File: src/rtl/softmax_norm_if.sv
// Signal bundle for softmax_norm: score input stream, probability output stream, status.
interface softmax_norm_if;
  logic [7:0] s_data;
  logic       s_vld;
  logic       s_rdy;
  logic [7:0] m_data;
  logic       m_vld;
  logic       m_rdy;
  logic       m_last;
  logic       busy;

  modport slave (
    input  s_data, s_vld, m_rdy,
    output s_rdy, m_data, m_vld, m_last, busy
  );

  modport master (
    output s_data, s_vld, m_rdy,
    input  s_rdy, m_data, m_vld, m_last, busy
  );
endinterface

File: src/rtl/softmax_norm.sv
// Buffers a row of N UQ3.5 exp scores, then emits each divided by the row sum as UQ0.8,
// using a bit-serial restoring divider (one quotient bit per cycle).
//
// state   | meaning
// COLLECT | accepting scores, accumulating sum
// DIVIDE  | 16-step shift-subtract of (buf[idx]<<8)/sum
// EMIT    | holding a probability until the downstream handshake
module softmax_norm #(
  parameter int N = 4
) (
  input  logic         clk,
  input  logic         rst_n,
  softmax_norm_if.slave bus
);
  localparam int SUM_W = 8 + $clog2(N);
  localparam int IDX_W = $clog2(N);
  localparam logic [IDX_W-1:0] LAST_IDX = IDX_W'(N - 1);

  typedef enum logic [1:0] {COLLECT, DIVIDE, EMIT} state_t;

  state_t           state;
  logic [7:0]       buf_mem [N];
  logic [SUM_W-1:0] sum;
  logic [IDX_W-1:0] idx;
  logic [SUM_W:0]   rem;
  logic [15:0]      num;
  logic [3:0]       step_cnt;

  logic             s_rdy;
  logic [7:0]       m_data;
  logic             m_vld;
  logic             m_last;
  logic             busy;

  logic [SUM_W:0]   rem_sh;
  logic [SUM_W:0]   rem_nx;
  logic [15:0]      num_nx;
  logic [7:0]       q_sat;
  logic [IDX_W-1:0] idx_inc;

  // num doubles as the quotient register: numerator bits shift out the top, quotient bits in the bottom
  always_comb begin
    rem_sh  = {rem[SUM_W-1:0], num[15]};
    rem_nx  = rem_sh;
    num_nx  = {num[14:0], 1'b0};
    if (rem_sh >= {1'b0, sum}) begin
      rem_nx = rem_sh - {1'b0, sum};
      num_nx = {num[14:0], 1'b1};
    end
    q_sat = num_nx[7:0];
    if (sum == '0)
      q_sat = 8'h00;
    else if (|num_nx[15:8])
      q_sat = 8'hFF;
    idx_inc = idx + 1'b1;
  end

  always_ff @(posedge clk) begin
    if (!rst_n) begin
      state    <= COLLECT;
      s_rdy    <= 1'b1;
      m_vld    <= 1'b0;
      m_last   <= 1'b0;
      m_data   <= 8'h00;
      busy     <= 1'b0;
      sum      <= '0;
      idx      <= '0;
      rem      <= '0;
      num      <= '0;
      step_cnt <= '0;
    end else begin
      case (state)
        COLLECT: begin
          if (bus.s_vld && s_rdy) begin
            buf_mem[idx] <= bus.s_data;
            sum          <= sum + SUM_W'(bus.s_data);
            if (idx == LAST_IDX) begin
              idx      <= '0;
              state    <= DIVIDE;
              s_rdy    <= 1'b0;
              busy     <= 1'b1;
              num      <= {buf_mem[0], 8'h00};
              rem      <= '0;
              step_cnt <= 4'd15;
            end else begin
              idx <= idx_inc;
            end
          end
        end
        DIVIDE: begin
          rem <= rem_nx;
          num <= num_nx;
          if (step_cnt == 4'd0) begin
            m_data <= q_sat;
            m_vld  <= 1'b1;
            m_last <= (idx == LAST_IDX);
            state  <= EMIT;
          end else begin
            step_cnt <= step_cnt - 4'd1;
          end
        end
        EMIT: begin
          if (bus.m_rdy) begin
            m_vld  <= 1'b0;
            m_last <= 1'b0;
            if (idx == LAST_IDX) begin
              idx   <= '0;
              sum   <= '0;
              state <= COLLECT;
              s_rdy <= 1'b1;
              busy  <= 1'b0;
            end else begin
              idx      <= idx_inc;
              num      <= {buf_mem[idx_inc], 8'h00};
              rem      <= '0;
              step_cnt <= 4'd15;
              state    <= DIVIDE;
            end
          end
        end
        default: begin
          state <= COLLECT;
          s_rdy <= 1'b1;
          busy  <= 1'b0;
        end
      endcase
    end
  end

  assign bus.s_rdy  = s_rdy;
  assign bus.m_data = m_data;
  assign bus.m_vld  = m_vld;
  assign bus.m_last = m_last;
  assign bus.busy   = busy;
endmodule

File: src/flat_wrapper.sv
// flat-port wrapper written by rule: the top's interface ports become plain ports
module softmax_norm_flat 
#(
  parameter int N = 4
)
  (clk, rst_n, bus_s_data, bus_s_vld, bus_m_rdy, bus_s_rdy, bus_m_data, bus_m_vld, bus_m_last, bus_busy);
  softmax_norm_if bus_i ();
  input  logic clk;
  input  logic rst_n;
  input wire logic [$bits(bus_i.s_data)-1:0] bus_s_data;
  input wire logic [$bits(bus_i.s_vld)-1:0] bus_s_vld;
  input wire logic [$bits(bus_i.m_rdy)-1:0] bus_m_rdy;
  output wire logic [$bits(bus_i.s_rdy)-1:0] bus_s_rdy;
  output wire logic [$bits(bus_i.m_data)-1:0] bus_m_data;
  output wire logic [$bits(bus_i.m_vld)-1:0] bus_m_vld;
  output wire logic [$bits(bus_i.m_last)-1:0] bus_m_last;
  output wire logic [$bits(bus_i.busy)-1:0] bus_busy;
  assign bus_i.s_data = bus_s_data;
  assign bus_i.s_vld = bus_s_vld;
  assign bus_i.m_rdy = bus_m_rdy;
  assign bus_s_rdy = bus_i.s_rdy;
  assign bus_m_data = bus_i.m_data;
  assign bus_m_vld = bus_i.m_vld;
  assign bus_m_last = bus_i.m_last;
  assign bus_busy = bus_i.busy;
  softmax_norm #(.N(N)) u_core (.clk(clk), .rst_n(rst_n), .bus(bus_i));
endmodule
File: config.mk
export PLATFORM = sky130hd
export DESIGN_NAME = softmax_norm_flat
export DESIGN_NICKNAME = d
export VERILOG_FILES = /design/src/rtl/softmax_norm_if.sv /design/src/rtl/softmax_norm.sv /design/src/flat_wrapper.sv
export SDC_FILE = /design/constraint.sdc
export NUM_CORES = 1
export LEC_CHECK = 0
export ABC_AREA = 1
export ABC_CLOCK_PERIOD_IN_PS = 2650
export CAP_MARGIN = 10
export CORE_AREA = 2 2 97 99
export DETAILED_ROUTE_END_ITERATION = 10
export DIE_AREA = 0 0 99 101
export MAX_ROUTING_LAYER = met4
export PLACE_DENSITY = 0.73
export SLEW_MARGIN = 20
export SYNTH_ARGS = -nofsm -noshare
export SYNTH_HDL_FRONTEND = slang
export SYNTH_SLANG_ARGS = --single-unit
File: constraint.sdc
create_clock -name clk -period 2.65 [get_ports clk]
set_clock_uncertainty 0.2 [all_clocks]
set_input_delay 0.265 -clock clk [delete_from_list [all_inputs] [get_ports clk]]
set_output_delay 0.265 -clock clk [all_outputs]
set_load 0.01 [all_outputs]
==> results of run 1 <==
-- registers in the layout, summed over array words and instances, names as in the netlist, 2 cells and up --
| name | cells |
|---|---|
| u_core.step_cnt | 4 |
| u_core.sum | 10 |
| u_core.state | 2 |
| u_core.bus.m_data | 8 |
| u_core.idx | 2 |
| u_core.rem | 10 |
| u_core.num | 16 |
| u_core.buf_mem | 32 |
-- metal layers --
layer  track usage  part of all wire
met1         0.323              0.47
met5             -                 0
met2         0.390              0.47
met3        0.0499             0.052
met4        0.0801             0.016
-- synthesized netlist by cell type, types with 4 or more instances --
library cell / n / area share
nand4_1: 18 / 0.023
a31oi_1: 8 / 0.010
o21ai_1: 5 / 0.0052
nand3_1: 43 / 0.045
edfxtp_1: 32 / 0.20
inv_1: 84 / 0.066
a21oi_1: 71 / 0.074
or2_2: 6 / 0.0078
nand2_1: 129 / 0.10
inv_2: 4 / 0.0031
nor2_1: 34 / 0.027
o21ai_0: 45 / 0.047
o22ai_1: 6 / 0.0078
nor2_4: 4 / 0.0094
ha_1: 28 / 0.073
clkbuf_1: 14 / 0.011
dfxtp_1: 56 / 0.23
-- how the worst max path moves through the flow --
stage	slack [ps]	to	start
6_report	300	u_core.rem[4]	u_core.sum[1]
5_1_grt	40	u_core.step_cnt[0]	u_core.state[1]
4_1_cts	300	u_core.step_cnt[0]	u_core.state[1]
3_5_place_dp	80	u_core.sum[6]	bus_s_data[0]
3_3_place_gp	180	u_core.sum[6]	bus_s_data[0]
2_1_floorplan	490	u_core.num[10]	u_core.idx[0]
-- through the flow --
step,util,hold slack [ps],instances
2_1_floorplan,-,164,618
3_3_place_gp,0.581,251,749
3_5_place_dp,0.581,261,749
4_1_cts,0.604,275,765
5_1_grt,0.604,297,765
6_report,0.604,272,765
-- layout make-up --
class	count	area (µm²)
Fill cell	807	3550
Multi-Input combinational cell	421	2300
Sequential cell	88	2080
Timing Repair Buffer	40	358
Inverter	89	334
Tap cell	111	139
Clock buffer	9	124
Clock inverter	7	83.8
-- where the power goes --
part | internal (mW) | switching, mW
clock network | 0.457 | 0.549
registers | 1.52 | 0.0818
logic | 0.640 | 1.09
total | 2.62 | 1.72
-- critical path: cells and delay by family, from the launching register on --
family / cells / cell delay, ps
adder cells (fa/ha/maj): 1 / 330
buffers and inverters: 2 / 420
AND/OR/NAND/NOR: 6 / 810
AO/OA/AOI/OAI: 1 / 130
flip-flops: 1 / 410
-- logic make-up after synthesis --
family | after synthesis
buf+inv | 109
flops | 88
compound gates | 143
fa+ha+maj | 30
simple gates | 243
xor+xnor | 5
==> out/results.ini, run 1 <==
[run_status]
status = finished, final reports clean

[floorplan]
ios = 24
initial_core_util = 0.535
die_h_um = 101
row_count = 35
dieArea_um2 = 10000
core_area_um2 = 8980
chipWidth_um = 99

[critical_path]
cp_slowest_stage_delay_ps = 410
cp_max_fo = 7
worst_setup_path_start_kind = flop
timing.rr.end = u_core.rem[4]
r2r_start = u_core.sum[1]
worstPathArrival_ps = 2450
path_class = flop to flop
worstPathRequired_ps = 2750
rrSetupSlack_ps = 300
cp_slowest_cell = dfxtp_1
reg2reg_depth = 10
crit_path_end_kind = flop
path_cells = inv_1 -> ha_1 -> nand3_1 -> nand3_1 -> nand2_1 -> nand4_1 -> buf_4 -> nand2_1 -> nand3_1 -> a21oi_1
worst_path_most_repeated_cell = nand3_1

[synth]
ys_warn_count = 0
ys_seq_elements = 88
synthAdderAreaFrac = 0.0813
seq_area_frac_synth = 0.433
synthXorXnorAreaFrac = 0.00911
async_flop_share = 0
synth_top_family_by_area = simple AND/OR/NAND/NOR gates
muxShareOfSynthArea = 0
synth_top_flop_cell = dfxtp_1
syn_nets = 660
yosys.area_share.simple = 0.229
synthCells = 618
yosysUniqueCellTypes = 37
synth_compound_area_frac = 0.160
avgSynthCellArea_um2 = 7.77
synth_edf_count = 32
syn_area_um2 = 4800

[clock_network]
cts_buffers = 9
cts.sinks = 88
clkTransAtPathRegs_ps = 90
htreeDepth = 3
root_buffer = clkbuf_8
cts_setup_buffers = 0
clkLatencyLatePin_ps = 370
cts_hold_buf = 0
cts_tree = built
postCtsResizedCells = 0
clock_path_buffers = 2

[global_routing]
first_global_vias = 4138
grt_pass1_wl_um = 19300
grt_overflow_total = 0
grt_max_degree = 43
antenna_found_initial = 0
grtUsageTotal = 0.248

[route]
drtIter0Drc = 218
wl_um = 11100
drc = 0
vias = 4193
vias_per_cell = 5.48
ant_nets = 0
dr.pass1.iters = 5
avgRoutedWirePerCell_um = 14.5

[cells_and_area]
final_cell_mix = 129 x nand2_1, 84 x inv_1, 71 x a21oi_1, 56 x dfxtp_1, 45 x o21ai_0
final_cell_area_um2 = 5420
area_delta_synth_final_pct = 12.9
nNetsFinal = 691
diodes = 0
final_common_cell = nand2_1
layout-drive-gt1-share = 0.0826

[timing]
tns_ps = 0
relSlewSlack = 0.589
timing.fmax_mhz = 425
setup_viol = 0
hold_viol = 0
rsz0062_at_grt = no
worstMarginPinSlew_ps = 617
worst_slack_ps = 298
slew_viol_final = 0
min_period_ps = 2350
min_period_over_period = 0.888

[placement]
io_buffers = 23
place_ws_ps = 82.6
placed_cell_area_um2 = 5220
hpwl_um = 7750
place_congestion = 0.936

[power_and_ir_drop]
ir_drop_uv = 337
power_density_nw_per_um2 = 801
leakagePower_nw = 2.22
p_total_mw = 4.34

[worst_hold_path]
min_to = u_core.bus.busy
hold_depth = 2
worstHoldStart = u_core.bus.busy
hold_path_class = flop to flop

[run]
cap_viol_max_count = 0

Note: power is estimated with default switching activity, not from simulation.
==> run 2: changes to the inputs <==
--- a/config.mk
+++ b/config.mk
@@ -13,6 +13,7 @@
 export DIE_AREA = 0 0 99 101
 export MAX_ROUTING_LAYER = met4
 export PLACE_DENSITY = 0.73
+export SETUP_SLACK_MARGIN = 0.02
 export SLEW_MARGIN = 20
 export SYNTH_ARGS = -nofsm -noshare
 export SYNTH_HDL_FRONTEND = slang
==> results of run 2 <==
Final layout, timing and power as in run 1 (identical DEF).
